[config.mk]
export PLATFORM = sky130hd
export DESIGN_NAME = alu_writeback
export DESIGN_NICKNAME = d
export VERILOG_FILES = /design/src/rtl/alu_writeback_pkg.sv /design/src/rtl/wb_timeout_cnt.sv /design/src/rtl/alu_writeback.sv
export SDC_FILE = /design/constraint.sdc
export NUM_CORES = 1
export LEC_CHECK = 0
export ABC_AREA = 1
export BUFFER_PORTS_ARGS = -buffer_cell sky130_fd_sc_hd__buf_2
export CAP_MARGIN = 25
export CORE_UTILIZATION = 30
export CTS_CLUSTER_SIZE = 10
export DETAILED_ROUTE_END_ITERATION = 8
export SLEW_MARGIN = 20
export SYNTH_ARGS = -nofsm -noshare
export SYNTH_HDL_FRONTEND = slang
export SYNTH_SLANG_ARGS = --single-unit
[constraint.sdc]
create_clock -name clk -period 2.5 [get_ports clk]
set_input_delay 0.25 -clock clk [delete_from_list [all_inputs] [get_ports clk]]
set_output_delay 0.25 -clock clk [all_outputs]
set_load 0.05 [all_outputs]
[src/rtl/alu_writeback_pkg.sv]
// Shared definitions for the ALU writeback stage: op_code values, destination encoding, FSM states.
// Optional ack timeout is enabled with the WB_ACK_TIMEOUT_EN macro (see alu_writeback.sv).
package alu_writeback_pkg;

  localparam logic [7:0] OP_NOP = 8'h00;
  localparam logic [7:0] OP_LD  = 8'h01;
  localparam logic [7:0] OP_AND = 8'h02;
  localparam logic [7:0] OP_OR  = 8'h03;
  localparam logic [7:0] OP_XOR = 8'h04;
  localparam logic [7:0] OP_ADD = 8'h05;
  localparam logic [7:0] OP_SUB = 8'h06;
  localparam logic [7:0] OP_LDN = 8'h07;

  // Store ops; S and R are conditional on acc[0]
  localparam logic [7:0] OP_S   = 8'h1B;
  localparam logic [7:0] OP_R   = 8'h1C;
  localparam logic [7:0] OP_ST  = 8'h1D;
  localparam logic [7:0] OP_STN = 8'h1E;

  typedef enum logic [1:0] {
    DEST_RF   = 2'b00,
    DEST_BIT  = 2'b01,
    DEST_WORD = 2'b10,
    DEST_NONE = 2'b11
  } dest_e;

  typedef enum logic [1:0] {
    WB_IDLE     = 2'b00,
    WB_RF_WR    = 2'b01,
    WB_MEM_WAIT = 2'b10,
    WB_ERR      = 2'b11
  } wb_state_e;

endpackage

[src/rtl/wb_timeout_cnt.sv]
// Down-counter for memory-ack wait cycles; o_tc flags the last allowed wait cycle.
// Instantiated only when WB_ACK_TIMEOUT_EN is defined.
module wb_timeout_cnt #(
  parameter int TIMEOUT = 15
) (
  input  logic clk,
  input  logic rst,
  input  logic i_load,
  input  logic i_en,
  output logic o_tc
);
  localparam int CW = (TIMEOUT < 2) ? 1 : $clog2(TIMEOUT + 1);

  logic [CW-1:0] r_cnt;

  // Loaded with TIMEOUT-1 so terminal count lands on the TIMEOUT-th wait cycle
  always_ff @(posedge clk or posedge rst) begin
    if (rst) begin
      r_cnt <= '0;
    end else if (i_load) begin
      r_cnt <= CW'(TIMEOUT - 1);
    end else if (i_en && (r_cnt != '0)) begin
      r_cnt <= r_cnt - 1'b1;
    end
  end

  assign o_tc = (r_cnt == '0);

endmodule

[src/rtl/alu_writeback.sv]
// ALU result writeback: accumulates into acc/flags or stores to register file / bit or word memory.
// Define WB_ACK_TIMEOUT_EN to add a mem_ack timeout that parks the FSM in ERR with err_timeout set.
//
// state    | meaning
// IDLE     | ready for a new ALU result
// RF_WR    | rf_we pulse with captured address/data
// MEM_WAIT | mem_req held until mem_ack
// ERR      | ack timeout, stalled until rst
module alu_writeback
  import alu_writeback_pkg::*;
#(
  parameter int WIDTH   = 8,
  parameter int IWIDTH  = 8,
  parameter int AWIDTH  = 8,
  parameter int TIMEOUT = 15
) (
  input  logic              clk,
  input  logic              rst,
  input  logic              in_valid,
  output logic              in_ready,
  input  logic [IWIDTH-1:0] op_code,
  input  logic [WIDTH-1:0]  alu_out,
  input  logic              alu_c_out,
  input  logic              alu_b_out,
  input  logic              alu_flag_valid,
  input  logic [1:0]        dest_sel,
  input  logic [AWIDTH-1:0] dest_addr,
  output logic [WIDTH-1:0]  acc,
  output logic              c_flag,
  output logic              b_flag,
  output logic              rf_we,
  output logic [AWIDTH-1:0] rf_waddr,
  output logic [WIDTH-1:0]  rf_wdata,
  output logic              mem_req,
  output logic              mem_bit,
  output logic [AWIDTH-1:0] mem_addr,
  output logic [WIDTH-1:0]  mem_wdata,
  input  logic              mem_ack,
  output logic              err_timeout
);
  if (TIMEOUT < 1) begin : g_bad_timeout
    $error("alu_writeback: TIMEOUT must be at least 1");
  end

  wb_state_e r_state, w_state_nxt;
  dest_e     w_dest;
  logic      w_accept, w_uncond, w_is_store, w_go, w_to_tc;

  assign w_dest     = dest_e'(dest_sel);
  assign in_ready   = (r_state == WB_IDLE);
  assign w_accept   = in_valid && in_ready;
  assign w_uncond   = (op_code == IWIDTH'(OP_ST)) || (op_code == IWIDTH'(OP_STN));
  assign w_is_store = w_uncond || (op_code == IWIDTH'(OP_S)) || (op_code == IWIDTH'(OP_R));
  assign w_go       = w_accept && w_is_store && (w_uncond || acc[0]);

`ifdef WB_ACK_TIMEOUT_EN
  logic w_to_load;
  assign w_to_load = (r_state == WB_IDLE) && (w_state_nxt == WB_MEM_WAIT);

  wb_timeout_cnt #(.TIMEOUT(TIMEOUT)) u_timeout (
    .clk    (clk),
    .rst    (rst),
    .i_load (w_to_load),
    .i_en   (r_state == WB_MEM_WAIT),
    .o_tc   (w_to_tc)
  );

  always_ff @(posedge clk or posedge rst) begin
    if (rst) begin
      err_timeout <= 1'b0;
    end else if ((r_state == WB_MEM_WAIT) && (w_state_nxt == WB_ERR)) begin
      err_timeout <= 1'b1;
    end
  end
`else
  assign w_to_tc     = 1'b0;
  assign err_timeout = 1'b0;
`endif

  always_ff @(posedge clk or posedge rst) begin
    if (rst) r_state <= WB_IDLE;
    else     r_state <= w_state_nxt;
  end

  always_comb begin
    w_state_nxt = r_state;
    case (r_state)
      WB_IDLE: begin
        if (w_go) begin
          case (w_dest)
            DEST_RF:             w_state_nxt = WB_RF_WR;
            DEST_BIT, DEST_WORD: w_state_nxt = WB_MEM_WAIT;
            default:             w_state_nxt = WB_IDLE;
          endcase
        end
      end
      WB_RF_WR:    w_state_nxt = WB_IDLE;
      WB_MEM_WAIT: begin
        // A late ack still wins over the timeout on the same edge
        if (mem_ack)      w_state_nxt = WB_IDLE;
        else if (w_to_tc) w_state_nxt = WB_ERR;
      end
      default:     w_state_nxt = r_state;
    endcase
  end

  always_ff @(posedge clk or posedge rst) begin
    if (rst) begin
      acc       <= '0;
      c_flag    <= 1'b0;
      b_flag    <= 1'b0;
      rf_we     <= 1'b0;
      rf_waddr  <= '0;
      rf_wdata  <= '0;
      mem_req   <= 1'b0;
      mem_bit   <= 1'b0;
      mem_addr  <= '0;
      mem_wdata <= '0;
    end else begin
      rf_we <= 1'b0;
      if (w_accept) begin
        if (!w_is_store) acc <= alu_out;
        if (alu_flag_valid) begin
          c_flag <= alu_c_out;
          b_flag <= alu_b_out;
        end
      end
      if ((r_state == WB_IDLE) && (w_state_nxt == WB_RF_WR)) begin
        rf_we    <= 1'b1;
        rf_waddr <= dest_addr;
        rf_wdata <= alu_out;
      end
      if ((r_state == WB_IDLE) && (w_state_nxt == WB_MEM_WAIT)) begin
        mem_req   <= 1'b1;
        mem_bit   <= (w_dest == DEST_BIT);
        mem_addr  <= dest_addr;
        mem_wdata <= (w_dest == DEST_BIT) ? WIDTH'(alu_out[0]) : alu_out;
      end
      if ((r_state == WB_MEM_WAIT) && (w_state_nxt != WB_MEM_WAIT)) begin
        mem_req <= 1'b0;
      end
    end
  end

endmodule

==> qor.yml <==
critical_path.startpoint_type: "register"
path_max_fanout: 19
wl_per_cell_um: 12.4
synth_top_family_by_area: "simple AND/OR/NAND/NOR gates"
final_util_pct: 39.4
nFillCells: 702
row_count: 30
avgSynthCellArea_um2: 8.92
yosysWarnings: 0
synth_compound_area_share_pct: 4.04
numCtsBuffers: 5
grt_pass1_vias: 1745
worstSetupPathType: "reg2out"
endpoint_kind: "primary output"
drt_iter0_drc: 108
die_y_um: 85.8
met3_usage_pct: 3.66
ys_seq_elements: 47
power.internal_mw: 1.14
die_x_um: 85.8
cts.repair.resized: 0
clk_pin_slew_ns: 0.08
synthXorXnorAreaFrac_pct: 0
total_power_mw: 1.67
setup_tns_ns: 0
p_sw_mw: 0.531
p_per_area_nw_per_um2: 624
use_met2_pct: 22.6
numPortBuffers: 78
critPathArrivalTime_ns: 1.49
max_cap_viol_count: 0
cts_tree: "done"
grt_use_total_pct: 14.8
synth_adder_area_share_pct: 1.19
ir_drop_uv: 260
gr-total-overflow: 0
gp_congestion: 0.689
layout-drive-gt1-share_pct: 34.7
grt_max_degree: 32
synthArstFlopShare_pct: 100
drtPass1Iterations: 4
detail_route.drc_violations: 0
clock_latency_ns: 0.30
synth_area_um2: 2110
synth.distinct_cells: 27
r2r-start: "r_state[0]$_DFF_PP0_"
area_growth_syn_to_layout_pct: 27.1
skew_ns: 0.00520
period_needed_ns: 1.74
hpwl_um: 3690
syn_inst: 236
cts_root_buf: "clkbuf_8"
synth_fp_nets: 271
reg2reg_to: "rf_waddr[3]$_DFFE_PP0P_"
setup_violations: 0
grtUsageMet1_pct: 20.5
hold_violations: 0
leakage_nw: 1.57
die-area_um2: 7360
r2r_slack_ns: 0.80
status: "complete, no violations"
nets: 351
synth_flop_cell: "dfrtp_1"
synth_edf_count: 0
worstMarginPinSlew_ns: 0.639
ioPinCount: 80
muxShareOfSynthArea_pct: 1.07
grt_pass1_wl_um: 8380
clockBufferDepth: 2
routed_wirelength_um: 5110
htree_levels: 2
slew_headroom_pct: 57.3
combinationalPowerShare_pct: 20.6
p_clk_share_pct: 29.8
start_util_pct: 31.0
fin_crit_sh_pct: 69.7
fmax_mhz: 574
pwr-share-seq_pct: 49.7
sw_frac_of_total_pct: 31.8
avgViaCountPerCell: 4.35
n_antenna_cell: 0
holdBufCountCts: 0
core_area_um2: 6790
drv_slew: 0
post_cts_buffers: 0
cts.sinks: 47
synth-simple-area-share_pct: 29.6
hold_path_class: "in2async"
synth-seq-area-share_pct: 55.9
busiest_layer: "met2"
rsz0062_at_grt: "false"
detail-route-antenna-nets: 0
vias: 1796
ff2ff_path_depth: 7
antenna_found_initial: 0
required_ns: 2.25
cells in the final DEF, fill, tap and decap left out, types with 5 or more instances in the layout:
cell type and instances:
nor2_1 11, o21ai_0 12, buf_2 78, dfrtp_1 47
nand2_1 88, inv_1 21, o21ai_1 5, nand3_1 17
clkbuf_8 7
cell families (layout without fill, tap and decap cells):
| family | count (synthesis) | after routing |
|---|---|---|
| buffers and inverters | 35 | 116 |
| multiplexers | 2 | 2 |
| other | 1 | 1 |
| adder cells (fa/ha/maj) | 2 | 2 |
| AND/OR/NAND/NOR | 132 | 132 |
| AO/OA/AOI/OAI | 17 | 17 |
| flip-flops | 47 | 47 |
power by group through the flow:
stage / combinational [mW] / sequential, mW / clock [mW]
after detailed placement: 0.347 / 0.843 / 0
after global routing: 0.369 / 0.835 / 0.547
after CTS: 0.348 / 0.829 / 0.517
final: 0.344 / 0.829 / 0.497
after floorplan: 0.0831 / 1.00 / 0
after global placement: 0.345 / 0.844 / 0
state kept, by name (all words and copies together) (netlist names):
| name | count |
|---|---|
| acc | 8 |
| mem_bit | 1 |
| r_state | 2 |
| rf_we | 1 |
| mem_wdata | 8 |
| b_flag | 1 |
| rf_wdata | 8 |
| c_flag | 1 |
| mem_addr | 8 |
| mem_req | 1 |
| rf_waddr | 8 |
cell type report:
cell class,count,area (µm²),area share (%)
timing repair buffer,82,420,15.7
inverter,26,100,3.74
multi-input combinational,154,759,28.4
sequential,47,1180,43.9
tap,96,120,4.49
clock buffer,8,100,3.74
how the worst max path moves through the flow:
stage,slack (ns),start,endpoint,cells past startpoint
after floorplan,0.99,acc[0]$_DFFE_PP0P_,mem_addr[0]$_DFFE_PP0P_,8
after global placement,0.84,dest_sel[1],rf_wdata[6]$_DFFE_PP0P_,9
after detailed placement,0.80,r_state[0]$_DFF_PP0_,rf_waddr[3]$_DFFE_PP0P_,7
after CTS,0.74,r_state[0]$_DFF_PP0_,in_ready,3
after global routing,0.64,r_state[0]$_DFF_PP0_,rf_waddr[0]$_DFFE_PP0P_,7
final,0.76,r_state[0]$_DFF_PP0_,in_ready,3
per-layer routing:
layer / up-vias / part of all wire [%]
met5: - / 0
met4: 0 / 1.7
met2: 61 / 45
met1: 844 / 47
met3: 8 / 6.2
li1: 883 / -
stage by stage:
step,setup slack (ns),cells,hold slack (ns),area (µm²)
2_1_floorplan,0.985,236,0.360,2110
3_3_place_gp,0.837,405,0.377,2580
3_5_place_dp,0.804,405,0.379,2580
4_1_cts,0.739,413,0.0501,2680
5_1_grt,0.638,413,0.0806,2680
6_report,0.757,413,0.0272,2680
worst max-delay path, cell delays in order (launching register included):
cell and delay (ns):
dfrtp_1 0.41, nor2_2 0.17, buf_4 0.30, buf_2 0.32
cell usage after synthesis (4+ instances only):
cell / n / area, µm²
nand2_1: 88 / 330
clkbuf_1: 4 / 15.0
inv_1: 22 / 82.6
nand3_2: 4 / 40.0
nand3_1: 17 / 85.1
nor2_1: 11 / 41.3
o21ai_0: 12 / 60.1
o21ai_1: 5 / 25.0
dfrtp_1: 47 / 1180
No activity file was read; power rests on OpenSTA's default activity.
